**config.mk**
```make
export PLATFORM = sky130hd
export DESIGN_NAME = prog_loader
export DESIGN_NICKNAME = d
export VERILOG_FILES = /design/src/rtl/prog_loader.sv
export SDC_FILE = /design/constraint.sdc
export NUM_CORES = 1
export LEC_CHECK = 0
export ABC_AREA = 1
export BUFFER_PORTS_ARGS = -buffer_cell sky130_fd_sc_hd__buf_2
export CORE_ASPECT_RATIO = 0.5
export CORE_MARGIN = 2
export CORE_UTILIZATION = 59
export DETAILED_ROUTE_END_ITERATION = 6
export GPL_TIMING_DRIVEN = 0
export PLACE_DENSITY_LB_ADDON = 0.15
export SYNTH_ARGS = -nofsm -noshare
export SYNTH_HDL_FRONTEND = slang
export SYNTH_SLANG_ARGS = --single-unit
```
**constraint.sdc**
```tcl
create_clock -name clk -period 2.05 [get_ports clk]
set_input_delay 0.205 -clock clk [delete_from_list [all_inputs] [get_ports clk]]
set_output_delay 0.205 -clock clk [all_outputs]
set_load 0.01 [all_outputs]
```
**src/rtl/prog_loader.sv**
```systemverilog
// Serial program loader: an 8N1 receiver feeding a frame parser that writes the
// payload into CPU RAM from address 0 and starts the CPU when the checksum matches.

module prog_loader #(
    parameter int         CLKS_PER_BIT = 16,
    parameter logic [7:0] HEADER       = 8'hA5
) (
    input  logic       clk,
    input  logic       rst,
    input  logic       rxd,
    output logic [7:0] ram_addr,
    output logic [7:0] ram_data_in,
    output logic       wren,
    output logic       busy,
    output logic       run,
    output logic       done,
    output logic       err,
    output logic [7:0] rx_byte
);

    localparam int            CW      = (CLKS_PER_BIT > 2) ? $clog2(CLKS_PER_BIT) : 1;
    localparam logic [CW-1:0] HALF_M1 = CW'(CLKS_PER_BIT / 2 - 1);
    localparam logic [CW-1:0] FULL_M1 = CW'(CLKS_PER_BIT - 1);

    typedef enum logic [1:0] {
        RX_IDLE  = 2'd0,
        RX_START = 2'd1,
        RX_BITS  = 2'd2,
        RX_STOP  = 2'd3
    } rx_state_t;

    typedef enum logic [1:0] {
        F_IDLE = 2'd0,
        F_LEN  = 2'd1,
        F_DATA = 2'd2,
        F_SUM  = 2'd3
    } f_state_t;

    function automatic logic [7:0] csum_add(input logic [7:0] acc, input logic [7:0] b);
        logic [8:0] full_s;
        full_s = {1'b0, acc} + {1'b0, b};
        return full_s[7:0];
    endfunction

    logic          rxd_meta_r;
    logic          rxd_sync_r;
    logic          rxd_prev_r;

    rx_state_t     rx_state_r, rx_state_s;
    logic [CW-1:0] cnt_r, cnt_s;
    logic [2:0]    bit_idx_r, bit_idx_s;
    logic [7:0]    shift_r, shift_s;
    logic          byte_valid_r, byte_valid_s;
    logic          frame_err_r, frame_err_s;
    logic [7:0]    rx_byte_s;

    f_state_t      f_state_r, f_state_s;
    logic [7:0]    len_r, len_s;
    logic [7:0]    addr_r, addr_s;
    logic [7:0]    sum_r, sum_s;
    logic [7:0]    ram_addr_s;
    logic [7:0]    ram_data_s;
    logic          wren_s;
    logic          busy_s;
    logic          run_s;
    logic          done_s;
    logic          err_s;

    // Two-flop synchronizer plus one delayed copy for falling-edge detection.
    always_ff @(posedge clk or negedge rst) begin
        if (!rst) begin
            rxd_meta_r <= 1'b1;
            rxd_sync_r <= 1'b1;
            rxd_prev_r <= 1'b1;
        end else begin
            rxd_meta_r <= rxd;
            rxd_sync_r <= rxd_meta_r;
            rxd_prev_r <= rxd_sync_r;
        end
    end

    // Byte receiver next-state: mid-bit sampling driven by a single bit-period counter.
    always_comb begin
        rx_state_s   = rx_state_r;
        cnt_s        = cnt_r + CW'(1'b1);
        bit_idx_s    = bit_idx_r;
        shift_s      = shift_r;
        byte_valid_s = 1'b0;
        frame_err_s  = 1'b0;
        rx_byte_s    = rx_byte;
        case (rx_state_r)
            RX_IDLE: begin
                cnt_s = '0;
                if (rxd_prev_r && !rxd_sync_r) begin
                    rx_state_s = RX_START;
                end else begin
                    rx_state_s = RX_IDLE;
                end
            end
            RX_START: begin
                if (cnt_r == HALF_M1) begin
                    cnt_s     = '0;
                    bit_idx_s = 3'd0;
                    // A line already back high at mid-start-bit was only a glitch.
                    if (rxd_sync_r) begin
                        rx_state_s = RX_IDLE;
                    end else begin
                        rx_state_s = RX_BITS;
                    end
                end else begin
                    rx_state_s = RX_START;
                end
            end
            RX_BITS: begin
                if (cnt_r == FULL_M1) begin
                    cnt_s     = '0;
                    shift_s   = {rxd_sync_r, shift_r[7:1]};
                    bit_idx_s = bit_idx_r + 3'd1;
                    if (bit_idx_r == 3'd7) begin
                        rx_state_s = RX_STOP;
                    end else begin
                        rx_state_s = RX_BITS;
                    end
                end else begin
                    rx_state_s = RX_BITS;
                end
            end
            RX_STOP: begin
                if (cnt_r == FULL_M1) begin
                    cnt_s      = '0;
                    rx_state_s = RX_IDLE;
                    if (rxd_sync_r) begin
                        byte_valid_s = 1'b1;
                        rx_byte_s    = shift_r;
                    end else begin
                        frame_err_s = 1'b1;
                    end
                end else begin
                    rx_state_s = RX_STOP;
                end
            end
            default: begin
                rx_state_s = RX_IDLE;
                cnt_s      = '0;
            end
        endcase
    end

    // Byte receiver state and strobe registers.
    always_ff @(posedge clk or negedge rst) begin
        if (!rst) begin
            rx_state_r   <= RX_IDLE;
            cnt_r        <= '0;
            bit_idx_r    <= 3'd0;
            shift_r      <= 8'd0;
            byte_valid_r <= 1'b0;
            frame_err_r  <= 1'b0;
            rx_byte      <= 8'd0;
        end else begin
            rx_state_r   <= rx_state_s;
            cnt_r        <= cnt_s;
            bit_idx_r    <= bit_idx_s;
            shift_r      <= shift_s;
            byte_valid_r <= byte_valid_s;
            frame_err_r  <= frame_err_s;
            rx_byte      <= rx_byte_s;
        end
    end

    // Frame parser next-state; every output is computed here and registered below.
    always_comb begin
        f_state_s  = f_state_r;
        len_s      = len_r;
        addr_s     = addr_r;
        sum_s      = sum_r;
        ram_addr_s = ram_addr;
        ram_data_s = ram_data_in;
        wren_s     = 1'b0;
        run_s      = 1'b0;
        busy_s     = busy;
        done_s     = done;
        err_s      = err;
        case (f_state_r)
            F_IDLE: begin
                if (byte_valid_r && (rx_byte == HEADER)) begin
                    done_s    = 1'b0;
                    err_s     = 1'b0;
                    busy_s    = 1'b1;
                    f_state_s = F_LEN;
                end else begin
                    f_state_s = F_IDLE;
                end
            end
            F_LEN: begin
                if (frame_err_r) begin
                    err_s     = 1'b1;
                    busy_s    = 1'b0;
                    f_state_s = F_IDLE;
                end else if (byte_valid_r) begin
                    len_s     = rx_byte;
                    addr_s    = 8'd0;
                    sum_s     = 8'd0;
                    f_state_s = F_DATA;
                end else begin
                    f_state_s = F_LEN;
                end
            end
            F_DATA: begin
                if (frame_err_r) begin
                    err_s     = 1'b1;
                    busy_s    = 1'b0;
                    f_state_s = F_IDLE;
                end else if (byte_valid_r) begin
                    ram_addr_s = addr_r;
                    ram_data_s = rx_byte;
                    wren_s     = 1'b1;
                    sum_s      = csum_add(sum_r, rx_byte);
                    addr_s     = addr_r + 8'd1;
                    len_s      = len_r - 8'd1;
                    // A length of 0 wraps through 8'hFF, so 256 bytes end here too.
                    if (len_r == 8'd1) begin
                        f_state_s = F_SUM;
                    end else begin
                        f_state_s = F_DATA;
                    end
                end else begin
                    f_state_s = F_DATA;
                end
            end
            F_SUM: begin
                if (frame_err_r) begin
                    err_s     = 1'b1;
                    busy_s    = 1'b0;
                    f_state_s = F_IDLE;
                end else if (byte_valid_r) begin
                    busy_s    = 1'b0;
                    f_state_s = F_IDLE;
                    if (rx_byte == sum_r) begin
                        done_s = 1'b1;
                        run_s  = 1'b1;
                    end else begin
                        err_s = 1'b1;
                    end
                end else begin
                    f_state_s = F_SUM;
                end
            end
            default: begin
                f_state_s = F_IDLE;
                busy_s    = 1'b0;
            end
        endcase
    end

    // Frame parser state, counters and registered RAM/status outputs.
    always_ff @(posedge clk or negedge rst) begin
        if (!rst) begin
            f_state_r   <= F_IDLE;
            len_r       <= 8'd0;
            addr_r      <= 8'd0;
            sum_r       <= 8'd0;
            ram_addr    <= 8'd0;
            ram_data_in <= 8'd0;
            wren        <= 1'b0;
            busy        <= 1'b0;
            run         <= 1'b0;
            done        <= 1'b0;
            err         <= 1'b0;
        end else begin
            f_state_r   <= f_state_s;
            len_r       <= len_s;
            addr_r      <= addr_s;
            sum_r       <= sum_s;
            ram_addr    <= ram_addr_s;
            ram_data_in <= ram_data_s;
            wren        <= wren_s;
            busy        <= busy_s;
            run         <= run_s;
            done        <= done_s;
            err         <= err_s;
        end
    end

endmodule

```
* Word-level counts from Yosys, hierarchy flattened
Index checks and enable logic that the tools add are counted.
Word-level totals: flip-flop bits (word level) 77
Operators by class: reductions and logical operators 18, mux-type cells 63, add/sub/neg operators 5, eq/ne operators 25, bitwise gates (word level) 1
Operators by type and width (count):
- $mux 8 | 10
- $pmux 8 s2 | 3
- $mux 1 | 29
- $mux 2 | 10
- $ne 2x2->1 const B | 10
- $pmux 2 s4 | 2
- $pmux 4 s3 | 1
- $reduce_and 3->1 | 4
- $reduce_and 5->1 | 2
- $add 8x1->8 const B | 1
- $add 8x8->8 | 1
- $eq 2x2->1 const B | 4
- $eq 8x1->1 const B | 1
- $eq 8x8->1 | 1
- $eq 8x8->1 const B | 1
- $mux 4 | 2
- $sub 8x1->8 const B | 1
- $mux 3 | 2
- $ne 3x3->1 const B | 2
- $pmux 1 s3 | 2
- $pmux 3 s2 | 1
- $reduce_bool 2->1 | 3
- $add 4x1->4 const B | 1
- $eq 2x1->1 const B | 2
- other kinds (13) | 16

* Depth between registers and ports, before layout
Gate-level depths: netlist (run 1).
depth in word-level cells 5, mapped depth 10

* Worst setup path after synthesis (run 1)
No wires, ideal clock.
kind register to register, start register rx_byte[5], end register done, stages on the path, launching flop included 8, arrival 1.471 ns, setup time 0.065 ns, clock period less this slack 1.536 ns, data required time 1.985 ns, path slack 0.514 ns, cells stage by stage dfrtp_1 -> ha_1 -> or2_2 -> nor2_1 -> nand2_1 -> nor2_1 -> nand2_1 -> nand2_1
Between the ends: longest elaborated chain between the ends 4
Ends and longest elaborated chain:
- start: declaration | RTL line 18 | output logic [7:0] rx_byte
- start signal: assignment | RTL line 166 | rx_byte <= rx_byte_s;
- $eq 8x8->1 | RTL line 185 | if (byte_valid_r && (rx_byte == HEADER)) begin
- $logic_and 1x1->1 | RTL line 185
- $ne 2x2->1 (no source line)
- $reduce_and 5->1 (no source line) (*)
- end signal: assignment | RTL line 279 | done <= done_s;
- end: declaration | RTL line 16 | output logic done,
Every way passes the cells marked *; elsewhere a longest branch is shown, timed or not. A chain may end at the register's enable or synchronous reset.

* Worst setup path in the final report (run 1)
start register f_state_r[0], end register ram_data_in[4]
Between the ends: longest elaborated chain between the ends 2
Ends and longest elaborated chain:
- start: declaration | RTL line 57 | f_state_t f_state_r, f_state_s;
- start signal: assignment | RTL line 270 | f_state_r <= f_state_s;
- $eq 2x2->1 | RTL line 183 | case (f_state_r)
- $reduce_and 3->1 (no source line)
- end signal: assignment | RTL line 275 | ram_data_in <= ram_data_s;
- end: declaration | RTL line 12 | output logic [7:0] ram_data_in,
Every way passes these cells.

==> flow_metrics.tcl, run 1 <==
set metrics [dict create \
    synth_flop_cell "dfrtp_1" \
    largest_cells_by_area_after_synthesis "dfrtp_1, nand2_1, o21ai_0" \
    grt_start_max_net_pins 49 \
    timing_hold_violations_final 0 \
    crit_path_max_fanout 10 \
    antenna_found_initial 0 \
    final_cell_area_um2 4480 \
    grt.overflow.total 0 \
    antenna_cell_count 0 \
    postSynthNetCount 482 \
    number_of_global_route_vias_before_repair 2834 \
    syn-instance-count 460 \
    synth_top_area_share 0.483 \
    worst_slew_margin 0.642 \
    cts_made_buffers 9 \
    crit-reg2reg-capture "ram_data_in[4]" \
    die-area_um2 7200 \
    area_of_the_mapped_netlist_um2 3830 \
    dpl_worst_slack_ns 0.278 \
    timing.critical_path.from_type "register" \
    synth_edf_count 0 \
    grt_use_total 0.248 \
    placementRows 20 \
    hold_path.class "in2async" \
    starting_density_of_the_core 0.620 \
    place.gp.congestion 0.934 \
    clk_root_buffer_cell "clkbuf_16" \
    worst_ep_required_time_ns 2.24 \
    pwr_density_cell_nw_per_um2 799 \
    cp_data_arrival_time_ns 1.97 \
    place.port_buffers 31 \
    post_dp_cell_area_um2 4130 \
    cap_viol_max_count 0 \
    cts_tree "yes" \
    layout-drive-gt1-share 0.135 \
    clkSlewWorstSetupHoldPaths_ns 0.06 \
    fillers 479 \
    rsz0062_at_grt "false" \
    syn_avg_cell_area_um2 8.33 \
    count_of_cell_types_in_the_netlist 32 \
    via_count 3114 \
    synth-warning-count 0 \
    seq_area_frac_synth 0.504 \
    grt_pass1_wl_um 13500 \
    cts.htree.levels 3 \
    detail_route.wl_per_cell_um 13.4 \
    critical_path.endpoint_type "register" \
    final-seq-area_um2 1930 \
    p_leak_nw 2.38 \
    chipWidth_um 118 \
    routed_via_density 5.21 \
    min_period_ns 1.78 \
    rrSetupSlack_ns 0.27 \
    drt_pass_1_iters 5 \
    detail_route.wirelength_um 8020 \
    critPathKind "reg2reg" \
    height_of_the_chip_um 61 \
    worst_slew_pin_slew_ns 0.538 \
    final_net_count 527 \
    timing.rr.start "f_state_r[0]" \
    reg2reg_depth 6 \
    maxSlewViolCount 0 \
    insertion_delay_ns 0.33 \
    status "complete, no violations" \
    drtIter0Drc 230 \
    worst_clock_skew_ns 0.00601 \
    yosys_register_bits 77 \
    post_drt_antenna_nets 0 \
    peakVddDrop_mv 0.779 \
    postcts_resize_cnt 0 \
    clock.fmax_ghz 0.562 \
    finalSetupTns_ns 0 \
    cts_num_sinks 77 \
    fraction_of_registers_with_async_set_reset 1.00 \
    synth.largest_area_cell "dfrtp_1" \
    dp_hpwl_um 5740 \
    clockBufferDepth 2 \
    route.detailed.drc 0 \
    final_critical_path_share_of_the_clock_period 0.868 \
    setup-violations-final 0 \
    final.setup.worst_slack_ns 0.272 \
    io-pin-count 32 \
    multi_input_area_um2 1590 \
    fp.coreArea_um2 6180 \
    area_growth_pct 16.8 \
]
-- metrics by stage --
stage | utilization | hold slack [ns] | total power, mW | cells
detailed placement | 0.668 | 0.160 | 1.89 | 580
finish | 0.724 | 0.344 | 3.58 | 598
floorplan | - | -0.0906 | 1.81 | 460
global route | 0.724 | 0.361 | 3.75 | 598
CTS | 0.724 | 0.346 | 3.61 | 598
global placement | 0.663 | 0.310 | 1.87 | 579
-- worst max-delay path by stage --
stage	to	from	cells after the start	slack, ns
floorplan	done	rx_byte[5]	7	0.51
detailed placement	ram_data_in[4]	f_state_r[0]	6	0.28
finish	ram_data_in[4]	f_state_r[0]	6	0.27
CTS	ram_data_in[4]	f_state_r[0]	6	0.25
global route	ram_data_in[4]	f_state_r[0]	6	0.09
global placement	cnt_r[1]	rst	1	0.27
-- cell families (layout without fill, tap and decap cells) --
| group | count (synthesis) | after routing | synth area share |
|---|---|---|---|
| simple gates | 215 | 215 | 0.243 |
| compound gates | 69 | 69 | 0.0999 |
| flops | 77 | 77 | 0.504 |
| fa+ha+maj | 19 | 19 | 0.0640 |
| xor+xnor | 3 | 3 | 0.00686 |
| buf+inv | 77 | 127 | 0.0829 |
-- state kept, by name, summed over array words and instances, names as in the netlist, 2 cells and up --
name         cells
bit_idx_r        3
ram_data_in      8
rx_state_r       2
shift_r          8
rx_byte          8
sum_r            8
f_state_r        2
len_r            8
addr_r           8
cnt_r            4
ram_addr         8
-- worst max-delay path, cell delays in order, from the launching register on --
cell	delay (ns)
dfrtp_1	0.37
inv_1	0.09
ha_1	0.19
buf_2	0.19
nand2_4	0.17
clkbuf_1	0.45
o21ai_0	0.17
-- cell usage in the layout, fill, tap and decap left out, types with 3 or more instances in the layout --
cell	count
ha_1	18
nand2_1	129
nand4_1	14
nor2_1	32
clkbuf_1	4
buf_4	3
dfstp_2	3
a21oi_1	8
nand3_1	28
inv_1	64
nor3_1	3
o211ai_1	4
inv_2	3
o21ai_0	49
clkbuf_16	9
dfrtp_1	74
nor2_4	3
buf_2	33
-- Yosys cell counts (2+ instances only) --
cell type,number
nor2_1,32
clkbuf_1,2
o211ai_1,4
nand2_1,129
a22o_1,2
nand3_1,28
nor3_1,3
buf_2,3
o22ai_1,2
inv_1,64
ha_1,18
dfstp_2,3
dfrtp_1,74
buf_4,2
inv_2,3
nor2_4,3
a21oi_1,8
o21ai_0,49
nand2_4,2
buf_6,2
xor2_1,2
nand4_1,14
nand3b_1,2
-- area by class of cell --
class | count | area share
timing repair buffer | 34 | 0.0458
clock inverter | 3 | 0.0151
tap | 88 | 0.0246
sequential | 77 | 0.431
buffer | 9 | 0.0134
inverter | 68 | 0.0576
multi-input combinational | 306 | 0.354
clock buffer | 13 | 0.0581
-- layer usage --
layer | global-route usage | vias up | routed length [um]
li1 | - | 1576 | -
met1 | 0.321 | 1455 | 3800
met2 | 0.417 | 72 | 3720
met3 | 0.0677 | 11 | 411
met4 | 0.0895 | 0 | 91
met5 | 0 | - | 0
-- report_power, final --
group / internal (mW) / switching [mW] / total (mW) / leakage (nW)
Clock: 1.13 / 0.587 / 1.72 / 0.156
Combinational: 0.0811 / 0.151 / 0.233 / 1.16
Sequential: 1.58 / 0.0473 / 1.62 / 1.06
-- timing repair --
| action | CTS | global route |
|---|---|---|
| hold endpoints to repair | 30 | 0 |
| setup endpoints to repair | 0 | 0 |
| hold buffers | 2 | 0 |
| setup buffers | 0 | 0 |
(Power assumes the default switching activity.)
==> run 2, diff against run 1 <==
--- a/config.mk
+++ b/config.mk
@@ -5,9 +5,7 @@
 export SDC_FILE = /design/constraint.sdc
 export NUM_CORES = 1
 export LEC_CHECK = 0
-export ABC_AREA = 1
 export BUFFER_PORTS_ARGS = -buffer_cell sky130_fd_sc_hd__buf_2
-export CORE_ASPECT_RATIO = 0.5
 export CORE_MARGIN = 2
 export CORE_UTILIZATION = 59
 export DETAILED_ROUTE_END_ITERATION = 6
==> run 2 against run 1 <==
Against the previous run: sequential power hardly changed; worst setup slack got worse by 0.20 ns; fmax down 10%; critical path depth stayed put; worst hold slack got worse by 0.082 ns; design area is 4.4% lower.
==> flow_metrics.tcl, run 2 <==
set metrics [dict create \
    timing.critical_path.from_type "register" \
    post_drt_antenna_nets 0 \
    insertion_delay_ns 0.35 \
    count_of_cell_types_in_the_netlist 52 \
    clock.fmax_ghz 0.505 \
    cts_made_buffers 9 \
    p_leak_nw 2.22 \
    drt_pass_1_iters 4 \
    cp_data_arrival_time_ns 2.23 \
    met3_wirelength_um 236 \
    fraction_of_registers_with_async_set_reset 1.00 \
    synth_commonest_cells "nand2_1, dfrtp_1, nor2_1" \
    yosys.area_share.simple 0.199 \
    report.power.total_mw 3.08 \
    timing_hold_violations_final 0 \
    maxSlewViolCount 0 \
    place.gp.congestion 0.838 \
    cap_viol_max_count 0 \
    chipWidth_um 82.6 \
    main_combinational_cell_family_by_area_after_synthesis "simple AND/OR/NAND/NOR gates" \
    finish.cell_count_without_fillers 500 \
    cts_tree "yes" \
    place.port_buffers 31 \
    hold_path.class "in2async" \
    io-pin-count 32 \
    synth_area_in_compound_gates 0.117 \
    peakVddDrop_mv 0.555 \
    cts_num_sinks 77 \
    min_period_ns 1.98 \
    detail_route.wirelength_um 7870 \
    worstSetupStartpoint "rx_byte[4]" \
    final_net_count 442 \
    clockBufferDepth 2 \
    final_cell_area_um2 4280 \
    height_of_the_chip_um 82.6 \
    mostFrequentLayoutCell "nand2_1" \
    layout-drive-gt1-share 0.214 \
    worst_slew_margin 0.665 \
    detail_route.wl_per_cell_um 15.7 \
    die-area_um2 6820 \
    largest_cells_by_area_after_synthesis "dfrtp_1, nand2_1, ha_1" \
    drtIter0Drc 136 \
    routed_via_density 5.61 \
    cts.htree.levels 3 \
    synthXorXnorAreaFrac 0.0288 \
    via_count 2804 \
    critPathKind "reg2reg" \
    placementRows 28 \
    seq_area_frac_synth 0.530 \
    synth_top_area_share 0.508 \
    syn_avg_cell_area_um2 9.93 \
    final_critical_path_share_of_the_clock_period 0.966 \
    critical_path.endpoint_type "register" \
    grt_use_total 0.257 \
    crit_path_max_fanout 6 \
    total_length_of_routed_met2_wires_um 3780 \
    grt.overflow.total 0 \
    clk_root_buffer_cell "clkbuf_8" \
    timing.rr.start "rx_byte[4]" \
    met1_wire_length_um 3670 \
    dp_hpwl_um 5230 \
    syn-instance-count 367 \
    antenna_cell_count 0 \
    worst_slew_pin_slew_ns 0.503 \
    layout.cells.most_common_list "nand2_1, dfrtp_1, buf_2, nor2_1, o21ai_0" \
    area_growth_pct 17.4 \
    postSynthNetCount 389 \
    highest_layer "met4" \
    yosys_register_bits 77 \
    placedCellCount 474 \
    pwr_density_cell_nw_per_um2 721 \
    area_of_the_mapped_netlist_um2 3640 \
    worst_clock_skew_ns 0.00812 \
    antenna_found_initial 0 \
    route.detailed.drc 0 \
    grt_start_max_net_pins 61 \
    synth_edf_count 0 \
    post_dp_cell_area_um2 3920 \
    clkSlewWorstSetupHoldPaths_ns 0.08 \
    synth.most_common_cell "nand2_1" \
    synth.largest_area_cell "dfrtp_1" \
    starting_density_of_the_core 0.612 \
    synth-warning-count 0 \
    status "complete, no violations" \
    grt_pass1_wl_um 12800 \
    yosys.area_share.adder 0.0673 \
    fp.coreArea_um2 5960 \
    synth_flop_cell "dfrtp_1" \
    worst_ep_required_time_ns 2.30 \
    setup-violations-final 0 \
    synthMuxAreaShare 0.0330 \
    number_of_global_route_vias_before_repair 2693 \
]
## run 2: cell count changes after synthesis, sizes merged, moves of 8 or more
cell   change
o21ai     -31
nand3     -20
nand4     -11
a21oi      +8
inv       -58
mux2       +8
nand2     -45
## run 2: what timing repair did
item                                   CTS  global route
endpoints found under the hold margin   18             0
setup endpoints to repair                4            11
hold buffers                             2             0
pin swaps                                0             3
resized for setup                        5            13
setup buffers                            0             8
## run 2: per-stage QoR
| step | setup slack [ns] | setup TNS (ns) | hold slack (ns) | utilization |
|---|---|---|---|---|
| after global routing | -0.00923 | -0.00923 | 0.296 | 0.719 |
| final | 0.0690 | 0 | 0.262 | 0.719 |
| after global placement | -0.0529 | -0.0529 | 0.310 | 0.654 |
| after floorplan | 0.0280 | 0 | -0.0906 | - |
| after detailed placement | -0.0803 | -0.135 | 0.102 | 0.659 |
| after CTS | 0.00220 | 0 | 0.265 | 0.702 |
## run 2: path summary, 6_finish.rpt
check	cells past startpoint	slack, ns	end
hold reg to reg	0	0.36	rxd_sync_r
setup reg to reg	6	0.07	sum_r[7]
hold / removal	2	0.26	busy
max in group asynchronous	3	1.20	rx_byte[2]
min in group clk	0	0.36	rxd_sync_r
setup / recovery	6	0.07	sum_r[7]
## run 2: layout make-up
class	instances	area (um2)
Sequential cell	77	1940
Inverter	11	45.0
Timing Repair Buffer	42	265
Tap cell	75	93.8
Buffer	10	55.1
Multi-Input combinational cell	269	1690
Fill cell	433	1680
Clock buffer	9	124
Clock inverter	7	66.3
## run 2: metal layers
layer,vias to the layer above,track usage
met4,0,0.0951
met2,59,0.419
met3,15,0.0565
li1,1364,-
met1,1366,0.340
met5,-,0
## run 2: logic make-up after synthesis
logic type / count (synthesis)
and+or+nand+nor: 163
DFF: 77
AOI/OAI and AO/OA: 64
buffers and inverters: 21
adders and majority gates: 19
xor gates and xnor gates: 12
muxes: 11
## run 2: power by group
part           leakage, nW  switching, mW  internal [mW]
registers             1.04         0.0621           1.59
logic                 1.08          0.194          0.134
clock network       0.0987          0.547          0.555
## run 2: critical path: stages, from the launching register on
cell and delay (ns):
dfrtp_2 0.49, ha_4 0.32, o211a_1 0.21, a2111oi_4 0.09
or3_1 0.38, a31o_1 0.22, a21o_1 0.17
